<file path="src/rtl/nibble_serial_subtractor_if.sv">
// nibble_serial_subtractor_if
// Groups the request/result signals of nibble_serial_subtractor.
//   master : drives start, a, b, bin; observes busy, done, diff, bout, zero, ovf
//   slave  : the subtractor side (directions reversed)
// With NIBSUB_CMP_EN defined, the compare flags lt_u and lt_s are added.
interface nibble_serial_subtractor_if #(
   parameter int unsigned WIDTH = 32
);
   logic             start;
   logic [WIDTH-1:0] a;
   logic [WIDTH-1:0] b;
   logic             bin;
   logic             busy;
   logic             done;
   logic [WIDTH-1:0] diff;
   logic             bout;
   logic             zero;
   logic             ovf;
`ifdef NIBSUB_CMP_EN
   logic             lt_u;
   logic             lt_s;
`endif

`ifdef NIBSUB_CMP_EN
   modport master (
      output start, a, b, bin,
      input  busy, done, diff, bout, zero, ovf, lt_u, lt_s
   );
   modport slave (
      input  start, a, b, bin,
      output busy, done, diff, bout, zero, ovf, lt_u, lt_s
   );
`else
   modport master (
      output start, a, b, bin,
      input  busy, done, diff, bout, zero, ovf
   );
   modport slave (
      input  start, a, b, bin,
      output busy, done, diff, bout, zero, ovf
   );
`endif
endinterface

</file>
<file path="src/rtl/nibble_serial_subtractor.sv">
// nibble_serial_subtractor
// Computes A - B - BIN one 4-bit slice per clock (LSB slice first), using the
// adder form A + ~B + ~borrow per slice. N = WIDTH/4 busy cycles, then a
// one-cycle DONE state in which a new start may be accepted back-to-back.
// WIDTH must be a multiple of 4 and at least 8.
// Ports:
//   clk      rising-edge clock
//   reset_n  synchronous active-low reset
//   bus      slave side of nibble_serial_subtractor_if (start/a/b/bin in,
//            busy/done/diff/bout/zero/ovf out, all outputs registered)
// Optional: NIBSUB_CMP_EN adds registered compare flags lt_u and lt_s.
module nibble_serial_subtractor #(
   parameter int unsigned WIDTH = 32
) (
   input logic                         clk,
   input logic                         reset_n,
   nibble_serial_subtractor_if.slave   bus
);

   localparam int unsigned N    = WIDTH / 4;
   localparam int unsigned CntW = $clog2(N);

   typedef enum logic [1:0] {StIdle, StRun, StDone} state_t;

   state_t           state;
   logic [CntW-1:0]  cnt;
   logic [WIDTH-1:0] opA;
   logic [WIDTH-1:0] opB;
   logic             borrowQ;
   logic             busyQ;
   logic             doneQ;
   logic [WIDTH-1:0] diffQ;
   logic             boutQ;
   logic             zeroQ;
   logic             ovfQ;
`ifdef NIBSUB_CMP_EN
   logic             ltUQ;
   logic             ltSQ;
`endif

   logic [3:0]       aNib;
   logic [3:0]       bNib;
   logic [4:0]       sum;
   logic [WIDTH-1:0] diffNext;
   logic             ovfNext;

   // Select the active slice and splice its result into the running difference.
   always_comb begin
      aNib     = '0;
      bNib     = '0;
      diffNext = diffQ;
      for (int k = 0; k < int'(N); k++) begin
         if (cnt == CntW'(k)) begin
            aNib = opA[4*k +: 4];
            bNib = opB[4*k +: 4];
         end
      end
      // Carry-in is the inverse of the running borrow.
      sum = {1'b0, aNib} + {1'b0, ~bNib} + {4'b0000, ~borrowQ};
      for (int k = 0; k < int'(N); k++) begin
         if (cnt == CntW'(k)) begin
            diffNext[4*k +: 4] = sum[3:0];
         end
      end
      ovfNext = (opA[WIDTH-1] != opB[WIDTH-1]) && (diffNext[WIDTH-1] != opA[WIDTH-1]);
   end

   always_ff @(posedge clk) begin
      if (!reset_n) begin
         state   <= StIdle;
         cnt     <= '0;
         opA     <= '0;
         opB     <= '0;
         borrowQ <= 1'b0;
         busyQ   <= 1'b0;
         doneQ   <= 1'b0;
         diffQ   <= '0;
         boutQ   <= 1'b0;
         zeroQ   <= 1'b0;
         ovfQ    <= 1'b0;
`ifdef NIBSUB_CMP_EN
         ltUQ    <= 1'b0;
         ltSQ    <= 1'b0;
`endif
      end else begin
         doneQ <= 1'b0;
         unique case (state)
            StIdle, StDone: begin
               if (bus.start) begin
                  opA     <= bus.a;
                  opB     <= bus.b;
                  borrowQ <= bus.bin;
                  cnt     <= '0;
                  busyQ   <= 1'b1;
                  state   <= StRun;
               end else begin
                  state   <= StIdle;
               end
            end
            StRun: begin
               diffQ   <= diffNext;
               borrowQ <= ~sum[4];
               cnt     <= cnt + CntW'(1);
               if (cnt == CntW'(N - 1)) begin
                  busyQ <= 1'b0;
                  doneQ <= 1'b1;
                  boutQ <= ~sum[4];
                  zeroQ <= (diffNext == '0);
                  ovfQ  <= ovfNext;
`ifdef NIBSUB_CMP_EN
                  ltUQ  <= ~sum[4];
                  ltSQ  <= diffNext[WIDTH-1] ^ ovfNext;
`endif
                  state <= StDone;
               end
            end
            default: state <= StIdle;
         endcase
      end
   end

   assign bus.busy = busyQ;
   assign bus.done = doneQ;
   assign bus.diff = diffQ;
   assign bus.bout = boutQ;
   assign bus.zero = zeroQ;
   assign bus.ovf  = ovfQ;
`ifdef NIBSUB_CMP_EN
   assign bus.lt_u = ltUQ;
   assign bus.lt_s = ltSQ;
`endif

endmodule

</file>
<file path="src/flat_wrapper.sv">
// flat-port wrapper written by rule: the top's interface ports become plain ports
module nibble_serial_subtractor_flat 
#(
   parameter int unsigned WIDTH = 32
)
  (clk, reset_n, bus_start, bus_a, bus_b, bus_bin, bus_busy, bus_done, bus_diff, bus_bout, bus_zero, bus_ovf);
  nibble_serial_subtractor_if #(.WIDTH(WIDTH)) bus_i ();
  input logic clk;
  input logic reset_n;
  input wire logic [$bits(bus_i.start)-1:0] bus_start;
  input wire logic [$bits(bus_i.a)-1:0] bus_a;
  input wire logic [$bits(bus_i.b)-1:0] bus_b;
  input wire logic [$bits(bus_i.bin)-1:0] bus_bin;
  output wire logic [$bits(bus_i.busy)-1:0] bus_busy;
  output wire logic [$bits(bus_i.done)-1:0] bus_done;
  output wire logic [$bits(bus_i.diff)-1:0] bus_diff;
  output wire logic [$bits(bus_i.bout)-1:0] bus_bout;
  output wire logic [$bits(bus_i.zero)-1:0] bus_zero;
  output wire logic [$bits(bus_i.ovf)-1:0] bus_ovf;
  assign bus_i.start = bus_start;
  assign bus_i.a = bus_a;
  assign bus_i.b = bus_b;
  assign bus_i.bin = bus_bin;
  assign bus_busy = bus_i.busy;
  assign bus_done = bus_i.done;
  assign bus_diff = bus_i.diff;
  assign bus_bout = bus_i.bout;
  assign bus_zero = bus_i.zero;
  assign bus_ovf = bus_i.ovf;
  nibble_serial_subtractor #(.WIDTH(WIDTH)) u_core (.clk(clk), .reset_n(reset_n), .bus(bus_i));
endmodule
</file>
<file path="config.mk">
export PLATFORM = sky130hd
export DESIGN_NAME = nibble_serial_subtractor_flat
export DESIGN_NICKNAME = d
export VERILOG_FILES = /design/src/rtl/nibble_serial_subtractor_if.sv /design/src/rtl/nibble_serial_subtractor.sv /design/src/flat_wrapper.sv
export SDC_FILE = /design/constraint.sdc
export NUM_CORES = 1
export LEC_CHECK = 0
export ABC_AREA = 1
export CORE_MARGIN = 1.5
export CORE_UTILIZATION = 49
export CTS_BUF_LIST = sky130_fd_sc_hd__clkbuf_4 sky130_fd_sc_hd__clkbuf_8
export DETAILED_ROUTE_END_ITERATION = 7
export PLACE_DENSITY = 0.77
export REMOVE_ABC_BUFFERS = 1
export SKIP_LAST_GASP = 1
export SYNTH_ARGS = -nofsm -noshare
export SYNTH_HDL_FRONTEND = slang
export SYNTH_SLANG_ARGS = --single-unit
</file>
<file path="constraint.sdc">
create_clock -name clk -period 4.23 [get_ports clk]
set_clock_uncertainty 0.2 [all_clocks]
set_input_delay 0.6345 -clock clk [delete_from_list [all_inputs] [get_ports clk]]
set_output_delay 0.6345 -clock clk [all_outputs]
set_load 0.01 [all_outputs]
</file>
# Word-level counts from Yosys, hierarchy flattened
# Cells that the tools add are included.
[word_totals] regBits=107 out_inout_bits=37 wordCells=76
[classes] n_addsub=3 n_eq_ne=13 muxes=35 n_bitwise=3 reduce_logical=11
[op_table] cell="$mux W4" count=24
[op_table] cell="$logic_not A32 Y1" count=1
[op_table] cell="$eq A3 B3 Y1 const B" count=4
[op_table] cell="$reduce_and A2 Y1" count=4
[op_table] cell="$eq A3 B2 Y1 const B" count=2
[op_table] cell="$pmux W3 S2" count=1
[op_table] cell="$add A4 B4 Y5" count=1
[op_table] cell="$add A5 B1 Y5" count=1
[op_table] cell="$mux W1" count=5
[op_table] cell="$not A4 Y4" count=1
[op_table] cell="$pmux W1 S2" count=2
[op_table] cell="$pmux W2 S2" count=1
[op_table] cell="$add A3 B1 Y3 const B" count=1
[op_table] cell="$eq A3 B1 Y1 const B" count=1
[op_table] cell="$logic_not A3 Y1" count=1
[op_table] cell="$mux W3" count=1
[op_table] cell="$reduce_and A3 Y1" count=1
[op_table] cell="$eq A2 B1 Y1 const B" count=1
[op_table] cell="$eq A2 B2 Y1 const B" count=1
[op_table] cell="$logic_not A2 Y1" count=1
[op_table] cell="$mux W2" count=1
[op_table] cell="$ne A1 B1 Y1" count=2
[op_table] cell="$ne A2 B1 Y1 const B" count=1
[op_table] cell="$ne A2 B2 Y1 const B" count=1
[op_table] cell="other kinds (4)" count=5

# Depth between registers and ports, before layout
[logic_depth] ltp_word=15 depth_mapped=29 ltp_nobuf=28

# Worst setup path before layout
# Ideal clock, no wire load.
[synth_path] path_type="register -> register" start="register u_core.cnt[0]" end="register u_core.zeroQ (netlist: u_core.bus.zero)" setup_ns=0.071 arrival_time_ns=3.290 required_ns=3.959 slack_ns=0.669 stages_incl_launch_ff=22 path_buffers=3 period_less_slack_ns=3.561 cell_sequence="dfxtp_1 > ha_1 > ha_1 > inv_1 > clkbuf_1 > buf_1 > nor2_1 > a21oi_1 > fa_1 > inv_1 > fa_1 > clkbuf_1 > nand2_1 > o21ai_0 > nand3_1 > nor2_1 > nand2_1 > nor2_1 > nand2_1 > nor2_1 > nand3_1 > a21oi_1"
[synth_via] elab_chain_cells=14 word_cells_on_any_way=37
[synth_rtl] element="start, declared" line="nibble_serial_subtractor.sv:26" rtl="logic [CntW-1:0] cnt;"
[synth_rtl] element="start signal, assigned" line="nibble_serial_subtractor.sv:103" rtl="cnt <= cnt + CntW'(1);"
[synth_rtl] element="$logic_not A3 Y1" line="nibble_serial_subtractor.sv:53, nibble_serial_subtractor.sv:61"
[synth_rtl] element="$mux W4 (8 in series)" line="nibble_serial_subtractor.sv:53" rtl="if (cnt == CntW'(k)) begin"
[synth_rtl] element="$not A4 Y4" line="nibble_serial_subtractor.sv:59" rtl="sum = {1'b0, aNib} + {1'b0, ~bNib} + {4'b0000, ~borrowQ};"
[synth_rtl] element="$add A4 B4 Y5" line="nibble_serial_subtractor.sv:59"
[synth_rtl] element="$add A5 B1 Y5" line="nibble_serial_subtractor.sv:59"
[synth_rtl] element="$mux W4" line="nibble_serial_subtractor.sv:61" rtl="if (cnt == CntW'(k)) begin"
[synth_rtl] element="$logic_not A32 Y1" line="nibble_serial_subtractor.sv:108" rtl="zeroQ <= (diffNext == '0);"
[synth_rtl] element="end signal, assigned" line="nibble_serial_subtractor.sv:108"
[synth_rtl] element="end, declared" line="nibble_serial_subtractor.sv:34" rtl="logic zeroQ;"
# Several ways; a longest one is shown, not always the timed one.
# A chain may end at the register's enable or synchronous reset.

# Worst setup path in the final report
# Ends and elaborated chain as after synthesis.

==> results.toml <==
[worst_setup_path]
critPathLaunch = "u_core.cnt[0]"
path_class = "reg -> reg"
arrival_ps = 3950
critPathBufInv = 2
cp_cell_sequence = "ha_1 > inv_2 > nor2_4 > nand2_1 > nand3_1 > o211ai_1 > nand2_1 > nand2_1 > nand3_1 > nand2_1 > a21oi_1 > fa_1 > inv_1 > fa_2 > nand3_1 > nand2_1 > nand2_1 > nor2_1 > nand2_1 > nor2_1 > nand2_1 > nor2_1 > nand3_1 > a21oi_1"
path_max_fanout = 9
crit_top_cell = "nand2_1"
reg2reg_from = "u_core.cnt[0]"
endpoint_kind = "register"
critPathLaunchType = "register"
slowest_delay_ps = 660
crit_required_ps = 4340
slowest_stage = "fa_2"
crit_family = "simple AND/OR/NAND/NOR gates"

[flow_run]
cap_viol_max_count = 0

[grt]
track_usage = 0.262
overflow = 0
antenna_found_initial = 0
grt_pass1_wl_um = 23100
grt_pass1_vias = 4807
grt_max_degree = 95

[synth]
ys_ff_latch = 107
synth.avg_cell_area_um2 = 6.60
syn_inst = 786
ys.warnings.count = 0
ys_seq_area_frac = 0.413
netlist_area_um2 = 5190
ys_types = 27

[cts]
h-tree-depth = 3
cts_hold_buf = 0
cts_sinks = 107
clock_path_buffers = 2
path_clk_slew_ps = 100
cts_buffers = 9
cts_root_buf = "clkbuf_8"
cts_tree = "done"
clkLatencyLatePin_ps = 380

[power_and_ir_drop]
leakage_nw = 3.01
irDropWorstVdd_uv = 207
power-per-cell-area_nw_per_um2 = 364

[place]
io_buffers = 104
place_congestion = 0.886
hpwlAfterDp_um = 10500
placed_area_um2 = 6310

[floorplanning]
die_area_um2 = 11200
initial_core_util = 0.505
die_w_um = 106
row_count = 37
placeableCoreArea_um2 = 10300
die_h_um = 106
io_pins = 105

[sta]
final.period_utilization = 0.908
setup_viol = 0
min_period_ps = 3840
tns_ps = 0
fmax_ghz = 0.260
grt_setup_unrepaired = "no"
finalHoldViolCount = 0
finalMaxSlewViolations = 0
whs_ps = 288
worst_pin_slew_ps = 758
slew_headroom = 0.494

[layout]
syn2layout_area_growth_pct = 26.0
layout-drive-gt1-share = 0.0636
nNetsFinal = 955
fin_area_um2 = 6530
antenna_cells = 0

[drt]
routedWlPerCell_um = 13.9
dr.first_iter.drc_count = 277
postRouteAntennaNets = 0
remaining_drc_errors = 0
drt_pass1_iterations = 5
drt_wl_total_um = 14100
vias = 5178
viasPerCell = 5.09

[status]
run_status = "completed"

[min_path]
min_from = "u_core.opA[19]"
hp-class = "reg -> reg"
[cell usage in the layout, fill, tap and decap left out, types with 2 or more instances in the layout]
master,n
a21oi_1,23
a31oi_1,2
buf_4,18
clkbuf_8,11
clkdlybuf4s50_1,103
dfxtp_1,106
ha_1,8
inv_1,62
inv_2,6
inv_6,2
nand2_1,171
nand2_2,4
nand3_1,45
nor2_1,177
nor2_4,2
o211ai_1,19
o21ai_0,94
o21ai_1,7
o21bai_1,4
or2_2,4
[worst reg2reg max path: stages, from the launching register on]
cell	delay, ps
dfxtp_1	410
ha_1	320
inv_2	150
nor2_4	180
nand2_1	80
nand3_1	90
o211ai_1	80
nand2_1	90
nand2_1	50
nand3_1	80
nand2_1	60
a21oi_1	170
fa_1	220
inv_1	60
fa_2	660
nand3_1	100
nand2_1	110
nand2_1	60
nor2_1	120
nand2_1	70
nor2_1	90
nand2_1	60
nor2_1	80
nand3_1	70
a21oi_1	120
[power by group]
| group | total (W) | internal (W) | switching (W) |
|---|---|---|---|
| registers | 0.00114 | 0.00109 | 0.0000531 |
| logic | 0.000627 | 0.000260 | 0.000367 |
| clock network | 0.000613 | 0.000258 | 0.000355 |
[synth_stat cells]
cell type,instances,share of area
o22ai_1,1,0.0012
nor2_2,1,0.0012
o211ai_1,19,0.028
or2_1,1,0.0012
nand2_1,172,0.12
o21ai_1,7,0.0068
clkbuf_1,31,0.022
inv_1,62,0.045
buf_1,4,0.0029
dfxtp_1,107,0.41
buf_2,2,0.0019
inv_2,6,0.0043
fa_1,2,0.0077
a31oi_1,2,0.0024
buf_6,4,0.0087
or2_2,4,0.0048
nand3_1,45,0.043
a21oi_1,23,0.022
ha_1,9,0.022
a211oi_1,1,0.0014
nor2_4,1,0.0022
nor2_1,178,0.13
o21ai_0,94,0.091
buf_4,2,0.0029
o21bai_1,4,0.0058
o21ai_2,1,0.0017
nand2_2,3,0.0036
[final cells by class]
cell class / count / area, um2
clock inverter: 4 / 31.3
sequential: 107 / 2140
timing repair buffer: 122 / 1170
tap: 136 / 170
clock buffer: 12 / 159
fill: 962 / 3740
multi-input combinational: 568 / 2600
inverter: 68 / 255
[layer usage]
metal | track usage | up-vias | wire length, um
li1 | - | 2682 | -
met5 | 0 | - | 0
met1 | 0.345 | 2312 | 6480
met4 | 0.0869 | 0 | 291
met2 | 0.439 | 159 | 6660
met3 | 0.0408 | 25 | 700
[per-stage QoR]
stage                     std cells  power [W]  worst slack, ps  utilization
after CTS                      1014    0.00239              151        0.632
after global placement          998    0.00177              320        0.614
after global routing           1017    0.00252             17.2        0.636
after detailed placement        998    0.00178              183        0.614
final                          1017    0.00238              388        0.636
after floorplan                 743    0.00151              667            -
[kinds of logic (layout without fill, tap and decap cells)]
family	after synthesis	count (layout)	synth area share
fa+ha+maj	11	11	0.0294
compound gates	152	152	0.160
simple gates	405	405	0.310
flops	107	107	0.413
buf+inv	111	206	0.0881
[worst paths after layout]
check / end / slack (ps) / cells after the start
max: u_core.bus.zero / 390 / 24
min: u_core.opA[19] / 290 / 2
max reg2reg: u_core.bus.zero / 390 / 24
min reg2reg: u_core.opA[19] / 290 / 2
[registers in the layout, indices dropped and copies added, names as in the netlist]
| name | count |
|---|---|
| u_core.bus.diff | 32 |
| u_core.opA | 32 |
| u_core.opB | 32 |
| u_core.cnt | 3 |
| u_core.state | 2 |
| u_core.borrowQ | 1 |
| u_core.bus.bout | 1 |
| u_core.bus.busy | 1 |
| u_core.bus.done | 1 |
| u_core.bus.ovf | 1 |
| u_core.bus.zero | 1 |
[timing repair]
action,4_1_cts,5_1_grt
endpoints found under the setup margin,0,2
resized for setup,0,5
setup buffers,0,3
Note: power is estimated with default switching activity, not from simulation.
